--- config.mk ---
export PLATFORM = sky130hd
export DESIGN_NAME = alu_exec
export DESIGN_NICKNAME = d
export VERILOG_FILES = /design/src/rtl/alu_exec.sv
export SDC_FILE = /design/constraint.sdc
export NUM_CORES = 1
export LEC_CHECK = 0
export ABC_CLOCK_PERIOD_IN_PS = 4400
export CORE_MARGIN = 2
export CORE_UTILIZATION = 55
export DETAILED_ROUTE_END_ITERATION = 7
export PLACE_DENSITY = 0.79
export SLEW_MARGIN = 5
export SYNTH_ARGS = -nofsm -noshare
export SYNTH_HDL_FRONTEND = slang
export SYNTH_SLANG_ARGS = --single-unit
--- constraint.sdc ---
create_clock -name clk -period 4.4 [get_ports clk]
set_input_delay 0.66 -clock clk [delete_from_list [all_inputs] [get_ports clk]]
set_output_delay 0.66 -clock clk [all_outputs]
set_load 0.005 [all_outputs]
--- src/rtl/alu_exec.sv ---
// Two-stage valid/ready ALU: AND/OR/ADD/SUB, plus SLT when ALU_SLT_EN is defined; latency 2.
// Backpressure: a stalled S2 holds its outputs; in_ready drops only when both stages are full.
module alu_exec #(
  parameter int WIDTH = 32
) (
  input  logic             clk,
  input  logic             rst,
  input  logic             in_valid,
  output logic             in_ready,
  input  logic [3:0]       alucmd,
  input  logic [WIDTH-1:0] op_a,
  input  logic [WIDTH-1:0] op_b,
  output logic             out_valid,
  input  logic             out_ready,
  output logic [WIDTH-1:0] result,
  output logic             zero,
  output logic             ovf,
  output logic             illegal
);

  localparam logic [3:0] CMD_AND = 4'b0000;
  localparam logic [3:0] CMD_OR  = 4'b0001;
  localparam logic [3:0] CMD_ADD = 4'b0010;
  localparam logic [3:0] CMD_SUB = 4'b0110;
`ifdef ALU_SLT_EN
  localparam logic [3:0] CMD_SLT = 4'b0111;
`endif

  logic             s1_valid;
  logic             s2_valid;
  logic [3:0]       s1_cmd;
  logic [WIDTH-1:0] s1_a;
  logic [WIDTH-1:0] s1_b;
  logic             s1_load;
  logic             s2_load;

  logic [WIDTH-1:0] sum;
  logic [WIDTH-1:0] diff;
  logic [WIDTH-1:0] nxt_res;
  logic             nxt_ovf;
  logic             nxt_ill;

  // S1 may refill on the same edge its contents move on, so only a full, stalled pipe blocks input.
  assign in_ready  = !s1_valid || !s2_valid || out_ready;
  assign s1_load   = in_valid && in_ready;
  assign s2_load   = s1_valid && (!s2_valid || out_ready);
  assign out_valid = s2_valid;

  assign sum  = s1_a + s1_b;
  assign diff = s1_a - s1_b;

  always_comb begin
    nxt_res = '0;
    nxt_ovf = 1'b0;
    nxt_ill = 1'b0;
    case (s1_cmd)
      CMD_AND: nxt_res = s1_a & s1_b;
      CMD_OR:  nxt_res = s1_a | s1_b;
      CMD_ADD: begin
        nxt_res = sum;
        nxt_ovf = (s1_a[WIDTH-1] == s1_b[WIDTH-1]) && (sum[WIDTH-1] != s1_a[WIDTH-1]);
      end
      CMD_SUB: begin
        nxt_res = diff;
        nxt_ovf = (s1_a[WIDTH-1] != s1_b[WIDTH-1]) && (diff[WIDTH-1] != s1_a[WIDTH-1]);
      end
`ifdef ALU_SLT_EN
      CMD_SLT: nxt_res = {{(WIDTH-1){1'b0}}, ($signed(s1_a) < $signed(s1_b))};
`endif
      default: nxt_ill = 1'b1;
    endcase
  end

  // Operand registers need no reset: s1_valid gates every use of them.
  always_ff @(posedge clk) begin
    if (s1_load) begin
      s1_cmd <= alucmd;
      s1_a   <= op_a;
      s1_b   <= op_b;
    end
  end

  always_ff @(posedge clk or negedge rst) begin
    if (!rst) begin
      s1_valid <= 1'b0;
      s2_valid <= 1'b0;
      result   <= '0;
      zero     <= 1'b0;
      ovf      <= 1'b0;
      illegal  <= 1'b0;
    end else begin
      if (s1_load)      s1_valid <= 1'b1;
      else if (s2_load) s1_valid <= 1'b0;

      if (s2_load)        s2_valid <= 1'b1;
      else if (out_ready) s2_valid <= 1'b0;

      if (s2_load) begin
        result  <= nxt_res;
        zero    <= (nxt_res == '0);
        ovf     <= nxt_ovf;
        illegal <= nxt_ill;
      end
    end
  end

endmodule

# ---- After elaboration in Yosys (flattened, before gate mapping)
# Index checks and enable logic that the tools add are counted.
dict set report classes {
  add_sub_neg 2
  n_eq_ne 7
  mux 7
  bitwise_logic 2
  n_reduce_logical 14
}
# operator n
set op_table {}
lappend op_table {{case mux 32 bit (4 select lines)} 1}
lappend op_table {{adder 32 bit} 1}
lappend op_table {{bitwise AND 32 bit} 1}
lappend op_table {{logical NOT 32 bit} 1}
lappend op_table {{bitwise OR 32 bit} 1}
lappend op_table {{subtractor 32 bit} 1}
lappend op_table {{2-to-1 mux 1 bit} 5}
lappend op_table {{== test 4 x 1 -> 1 bit (second input constant)} 1}
lappend op_table {{== test 4 x 2 -> 1 bit (second input constant)} 1}
lappend op_table {{== test 4 x 3 -> 1 bit (second input constant)} 1}
lappend op_table {{logical AND 1 bit} 4}
lappend op_table {{logical NOT 4 bit} 1}
lappend op_table {{nonzero test 2 bit} 2}
lappend op_table {{OR reduction 4 bit} 1}
lappend op_table {{logical OR 1 bit} 3}
lappend op_table {{!= test 1 bit} 3}
lappend op_table {{logical NOT 1 bit} 2}
lappend op_table {{case mux 1 bit (2 select lines)} 1}
lappend op_table {{== test 1 bit} 1}
dict set report totals {
  regBits 105
  inputBits 72
  output_inout_bits 37
  elab_cells 41
}

# ---- Depth between registers and ports, before layout
# Gate-level depths: netlist of run 1.
dict set report logic_depth {
  depth_word 5
  ltp_mapped 16
  ltp_nobuf 16
}

# ---- Least setup slack after synthesis of run 1
# Ideal clock, no wire load.
dict set report synth_timing {
  kind {reg2reg}
  from {register s1_b[0]}
  to {register zero}
  setup_time_ps 68
  arrival_time_ps 3389
  required_time_ps 4332
  path_slack_ps 943
  path_stages_with_launch 16
  path_buffers 0
  synth_period_minus_slack_ps 3457
  cell_sequence {edfxtp_1 -> ha_1 -> inv_1 -> fa_1 -> nand2b_1 -> a21o_1 -> and3_1 -> a211o_1 -> o31a_1 -> o41ai_1 -> xnor2_1 -> o211ai_1 -> nor4bb_1 -> nand4_1 -> nor4_1 -> a32o_1}
}
dict set report synth_via {
  elab_chain_cells 3
  elab_cells_between_ends 6
  cone_classes {2 x add/sub; 1 x mux; 2 x bitwise; 1 x reduce/logical}
}
# element line_no
set synth_lines {}
lappend synth_lines {{from (decl)} 33} ;# logic [WIDTH-1:0] s1_b;
lappend synth_lines {{from (signal assigned)} 79} ;# s1_b <= op_b;
lappend synth_lines {{subtractor 32 bit, or another cell as far along} 50} ;# assign diff = s1_a - s1_b;
lappend synth_lines {{case mux 32 bit (4 select lines) (*)} 56} ;# case (s1_cmd)
lappend synth_lines {{logical NOT 32 bit (*)} 100} ;# zero <= (nxt_res == '0);
lappend synth_lines {{to (signal assigned)} 100}
lappend synth_lines {{to (decl)} 16} ;# output logic zero,
# Every way passes the cells marked *; elsewhere a longest branch is shown, timed or not.
# A chain may end at the register's enable or synchronous reset.

# ---- Worst setup path after layout of run 1
dict set report layout_timing {
  from {register s1_a[1]}
  to {register zero}
}
dict set report layout_via {
  elab_chain_cells 3
  elab_cells_between_ends 6
  cone_classes {2 x add/sub; 1 x mux; 2 x bitwise; 1 x reduce/logical}
}
# element line_no
set layout_lines {}
lappend layout_lines {{from (decl)} 32} ;# logic [WIDTH-1:0] s1_a;
lappend layout_lines {{from (signal assigned)} 78} ;# s1_a <= op_a;
lappend layout_lines {{subtractor 32 bit, or another cell as far along} 50}
lappend layout_lines {{case mux 32 bit (4 select lines) (*)} 56}
lappend layout_lines {{logical NOT 32 bit (*)} 100}
# Marks and branches as above.

==> impl_metrics.env, run 1 <==
export IMPL_status="completed"
export IMPL_overflow=0
export IMPL_vias=7812
export IMPL_clock_latency_ps=360
export IMPL_ioPinCount=109
export IMPL_syn_avg_cell_area_um2=9.018
export IMPL_worstSetupEndpointType="flop"
export IMPL_grt_max_degree=54
export IMPL_die_h_um=130.4
export IMPL_ctsLongestPathBuffers=2
export IMPL_min_period_ps=4049
export IMPL_cp_required_ps=4700
export IMPL_r2r_slack_ps=350
export IMPL_viasPerCell=6.042
export IMPL_multi_input_area_um2=5150
export IMPL_gp_congestion=0.9894
export IMPL_wl_per_cell_um=18.96
export IMPL_final_instance_count_excl_fill=1293
export IMPL_power_leakage_nw=4.498
export IMPL_clk_pin_slew_ps=80
export IMPL_hold_viol_final=0
export IMPL_drt_wl_total_um=24520
export IMPL_die_width_um=130.4
export IMPL_rows=46
export IMPL_ctsHoldBuffers=0
export IMPL_async_flop_share_pct=35.24
export IMPL_cts_root_buf="clkbuf_16"
export IMPL_post_cts_buffers=0
export IMPL_synthesis_area_um2=8783
export IMPL_synthToLayoutAreaGrowth_pct=19.17
export IMPL_final_antenna_net_count=0
export IMPL_yosys_warnings=0
export IMPL_regArea_um2=2968
export IMPL_worstPathArrival_ps=4350
export IMPL_ys_seq_area_share_pct=33.79
export IMPL_drtPass1Iterations=5
export IMPL_nFillCells=1331
export IMPL_synth_edff_count=68
export IMPL_clkSinkCount=105
export IMPL_tightestPinTransition_ps=891.8
export IMPL_start_util_pct=55.70
export IMPL_rsz0062_at_grt="no"
export IMPL_clock_skew_ps=12.09
export IMPL_dieArea_um2=17000
export IMPL_grt_pass1_wl_um=38740
export IMPL_final_nets=1250
export IMPL_numCtsBuffers=9
export IMPL_synthesis_nets=1152
export IMPL_htreeDepth=3
export IMPL_place_hpwl_um=18640
export IMPL_cap_violations=0
export IMPL_drc_errors=0
export IMPL_total_power_mw=3.130
export IMPL_setup_tns_ps=0
export IMPL_core_um2=15770
export IMPL_grt_pass1_vias=7316
export IMPL_r2r_cells=14
export IMPL_drt_iter0_drc=691
export IMPL_port_buffers=108
export IMPL_cts_tree="yes"
export IMPL_peakVddDrop_mv=0.2856
export IMPL_critPathKind="reg2reg"
export IMPL_antenna_found_initial=0
export IMPL_yosys_cell_types_count=79
export IMPL_syn_inst=974
export IMPL_powerDensity_nw_per_um2=299.0
export IMPL_synth_seq_cells=105
export IMPL_ctsResizeCount=0
export IMPL_synth_ff_type="edfxtp_1"
export IMPL_post_route_period_util_pct=92.02
export IMPL_relSlewSlack_pct=40.55
export IMPL_min_path_type="in2async"
export IMPL_max_freq_mhz=247.0
export IMPL_antennaDiodeCount=0
export IMPL_setup_viol=0
export IMPL_drv_slew=0
export IMPL_critPathMaxFanout=5
export IMPL_placedCellCount=1277
export IMPL_layout_drive_gt1_share_pct=7.428
export IMPL_grt_total_usage_pct=29.41
export IMPL_cp_start_kind="flop"
==> worst max-delay path: stages, from the launching register on <==
cell	delay (ps)
edfxtp_1	440
inv_1	110
ha_1	320
o21ba_2	230
or4_1	530
a211oi_1	330
o2111ai_1	280
a21oi_1	340
o21a_1	190
o22ai_1	120
or3b_1	400
nand2b_1	90
o211ai_1	120
nor4_1	280
a32o_1	190
==> routing by layer <==
metal | wire (um) | track usage, % | vias up
li1 | - | - | 3699
met1 | 10950 | 41.79 | 3703
met2 | 11020 | 46.38 | 365
met3 | 2114 | 6.230 | 45
met4 | 433 | 7.009 | 0
met5 | 0 | 0 | -
==> cells by family after synthesis <==
kind of cell             Yosys count  share of synthesized area (%)
multiplexers                      50                          5.954
flip-flops                       105                          33.79
XOR/XNOR                          20                          1.994
adder cells (fa/ha/maj)          106                          15.27
AO/OA/AOI/OAI                    270                          21.00
buffers and inverters            170                          7.650
AND/OR/NAND/NOR                  253                          14.34
==> power by group <==
group          switching, mW  internal, mW  leakage (nW)  total, mW
Sequential            0.0684          1.15          1.14       1.22
Clock                  0.381         0.491         0.162      0.873
Combinational          0.576         0.460          3.20       1.04
Total                   1.03          2.11          4.50       3.13
==> synth_stat cells, types with 12 or more instances <==
| cell | number | area share, % |
|---|---|---|
| inv_1 | 121 | 5.2 |
| ha_1 | 104 | 15 |
| nand2_1 | 72 | 3.1 |
| edfxtp_1 | 68 | 23 |
| a21oi_1 | 64 | 3.6 |
| nor2_1 | 64 | 2.7 |
| o21ai_0 | 49 | 2.8 |
| dfrtp_1 | 37 | 11 |
| clkbuf_1 | 34 | 1.5 |
| mux2i_1 | 32 | 3.6 |
| o31ai_1 | 21 | 1.8 |
| xnor2_1 | 19 | 1.9 |
| mux2_2 | 18 | 2.3 |
| nand3_1 | 17 | 0.97 |
| a211oi_1 | 15 | 1.3 |
| nor3_1 | 14 | 0.80 |
| nand2b_1 | 13 | 0.93 |
| o211ai_1 | 13 | 1.1 |
| nor4_1 | 12 | 0.85 |
| o22ai_1 | 12 | 0.85 |
==> sequential cells by signal (all words and copies together) (netlist names) <==
signal,count
result,32
ovf,1
out_valid,1
s1_b,32
s1_a,32
illegal,1
zero,1
s1_cmd,4
s1_valid,1
==> per-stage QoR <==
stage / worst slack (ps) / instance area [um^2] / hold WS (ps) / utilization (%)
finish: 351.2 / 10470 / 419.7 / 66.38
floorplan: 943.2 / 8783 / 364.4 / -
global placement: 431.0 / 10140 / 459.8 / 64.31
CTS: 377.9 / 10470 / 441.8 / 66.38
global route: 28.69 / 10470 / 476.6 / 66.38
detailed placement: 398.0 / 10140 / 468.4 / 64.31
==> placed cells by master, fill, tap and decap left out, types with 15 or more instances in the layout <==
master	Yosys	layout
inv_1	121	121
clkdlybuf4s50_1	0	107
ha_1	104	104
nand2_1	72	72
edfxtp_1	68	68
a21oi_1	64	64
nor2_1	64	64
o21ai_0	49	49
dfrtp_1	37	37
mux2i_1	32	32
buf_4	2	27
o31ai_1	21	21
xnor2_1	19	19
mux2_2	18	18
nand3_1	17	17
a211oi_1	15	15
==> cell type report <==
type,instances,share of cell area (%)
Inverter,121,4.339
Sequential cell,105,28.35
Clock inverter,3,0.2152
Multi-Input combinational cell,699,49.20
Tap cell,216,2.582
Timing Repair Buffer,136,12.41
Clock buffer,13,2.905
==> final timing paths <==
kind | from | end
hold / removal | rst | s1_valid
setup / recovery | s1_a[1] | zero
min in group clk | result[27] | result[27]
setup reg to reg | s1_a[1] | zero
max in group asynchronous | rst | result[20]
hold reg to reg | result[27] | result[27]
Power figures use the tool's default switching activity.
==> inputs of run 2 (changes only) <==
--- a/config.mk
+++ b/config.mk
@@ -10,6 +10,7 @@
 export CORE_UTILIZATION = 55
 export DETAILED_ROUTE_END_ITERATION = 7
 export PLACE_DENSITY = 0.79
+export SETUP_SLACK_MARGIN = 0.5
 export SLEW_MARGIN = 5
 export SYNTH_ARGS = -nofsm -noshare
 export SYNTH_HDL_FRONTEND = slang
==> impl_metrics.env, run 2 (synthesis gave the netlist of run 1 again) <==
export IMPL_max_stage_delay_ps=440
export IMPL_cp_start_kind="flop"
export IMPL_overflow=0
export IMPL_cp_num_buf_inv=2
export IMPL_grt_max_degree=54
export IMPL_slowest_stage="edfxtp_1"
export IMPL_nFillCells=1299
export IMPL_viasPerCell=6.088
export IMPL_wl_per_cell_um=19.23
export IMPL_crit_chain="inv_2 > ha_2 > inv_1 > fa_1 > nor2b_4 > o21ai_4 > a2111oi_4 > nor3_4 > xnor2_2 > a221oi_2 > o21ai_1 > nor4_2 > nor4bb_2 > nand4_1 > nor4_1 > a32o_1"
export IMPL_critical_path_top_delay_family="simple AND/OR/NAND/NOR gates"
export IMPL_ctsHoldBuffers=0
export IMPL_final_cell_mix="118 x inv_1, 107 x clkdlybuf4s50_1, 99 x ha_1"
export IMPL_min_period_ps=3812
export IMPL_drv_slew=0
export IMPL_reg_top3="result: 32 flops, s1_a: 32 flops, s1_b: 32 flops"
export IMPL_rsz0062_at_grt="yes"
export IMPL_critPathMaxFanout=5
export IMPL_dieArea_um2=17000
export IMPL_powerDensity_nw_per_um2=296.5
export IMPL_tightestPinTransition_ps=889.5
export IMPL_utilization_pct=67.95
export IMPL_ctsLongestPathBuffers=2
export IMPL_ioPinCount=109
export IMPL_relSlewSlack_pct=40.70
export IMPL_worstPathArrival_ps=4110
export IMPL_gp_congestion=0.9894
export IMPL_die_width_um=130.4
export IMPL_antenna_found_initial=0
export IMPL_final_common_cell="inv_1"
export IMPL_critPathKind="reg2reg"
export IMPL_final_antenna_net_count=0
export IMPL_max_freq_mhz=262.3
export IMPL_status="completed"
export IMPL_place_hpwl_um=18640
export IMPL_drt_wl_total_um=25000
export IMPL_core_um2=15770
export IMPL_port_buffers=108
export IMPL_drc_errors=0
export IMPL_die_h_um=130.4
export IMPL_drt_iter0_drc=773
export IMPL_cts_tree="yes"
export IMPL_rows=46
export IMPL_grt_pass1_wl_um=38790
export IMPL_layout_drive_gt1_share_pct=11.16
export IMPL_min_path_type="in2async"
export IMPL_final_instance_count_excl_fill=1300
export IMPL_numCtsBuffers=9
export IMPL_clkSinkCount=105
export IMPL_peakVddDrop_mv=0.2872
export IMPL_cap_violations=0
export IMPL_synthToLayoutAreaGrowth_pct=22.01
export IMPL_start_util_pct=55.70
export IMPL_cts_root_buf="clkbuf_16"
export IMPL_clock_skew_ps=10.35
export IMPL_setup_viol=0
export IMPL_placedCellCount=1277
export IMPL_grt_pass1_vias=7379
export IMPL_hold_viol_final=0
export IMPL_worstSetupEndpointType="flop"
export IMPL_htreeDepth=3
export IMPL_setup_tns_ps=0
export IMPL_grt_total_usage_pct=29.43
export IMPL_post_route_period_util_pct=86.64
export IMPL_final_nets=1257
export IMPL_hold_ws_ps=419.6
export IMPL_drtPass1Iterations=7
export IMPL_clk_pin_slew_ps=80
export IMPL_clock_latency_ps=360
export IMPL_cp_required_ps=4700
export IMPL_antennaDiodeCount=0
export IMPL_power_leakage_nw=4.572
export IMPL_vias=7915
[run 2: changes by cell type in the layout (fill, tap and decap cells not counted), moves of 3 or more]
| cell | before | now |
|---|---|---|
| inv_2 | 0 | 3 |
| a211oi_1 | 15 | 12 |
| inv_1 | 121 | 118 |
| a21oi_2 | 0 | 3 |
| ha_1 | 104 | 99 |
| a21oi_1 | 64 | 61 |
| buf_4 | 27 | 34 |
| a211oi_2 | 1 | 4 |
| ha_2 | 0 | 4 |
[run 2: what timing repair did]
action / in CTS / in global routing
pin swaps: 0 / 22
gates resized for setup: 6 / 39
setup endpoints to repair: 2 / 5
setup buffers: 0 / 7
[run 2: through the flow]
step	setup WS, ps	total power, mW	instance area (um^2)
after floorplan	943.2	1.858	8783
after global placement	431.0	2.239	10140
after detailed placement	398.0	2.252	10140
after CTS	463.1	3.132	10500
after global routing	428.2	3.330	10720
final	588.0	3.178	10720
[run 2: final cells by class]
type / instances / area [um^2] / share of cell area, %
clock buffers: 13 / 304.0 / 2.837
clock inverters: 3 / 22.52 / 0.2102
inverters: 121 / 454.2 / 4.238
multi-input cells: 699 / 5346 / 49.89
flip-flops and latches: 105 / 2968 / 27.69
well taps: 216 / 270.3 / 2.522
repair buffers: 143 / 1351 / 12.61
[run 2: where the power goes]
part	switching, mW	leakage (nW)	internal (mW)
combinational	0.604	3.27	0.482
clock	0.379	0.162	0.491
sequential	0.0686	1.14	1.15
[run 2: final timing paths]
| kind | startpoint | end | slack (ps) | cells past startpoint |
|---|---|---|---|---|
| setup reg to reg | s1_a[0] | zero | 590 | 16 |
| hold / removal | rst | result[27] | 420 | 1 |
| hold reg to reg | result[27] | result[27] | 480 | 2 |
| setup / recovery | s1_a[0] | zero | 590 | 16 |
| max in group asynchronous | rst | result[20] | 3420 | 1 |
| min in group clk | result[27] | result[27] | 480 | 2 |
[run 2: routing by layer]
layer / track usage [%] / routed length, um
met1: 41.27 / 11110
met2: 46.60 / 11370
met3: 6.393 / 2051
met4: 7.697 / 471
met5: 0 / 0
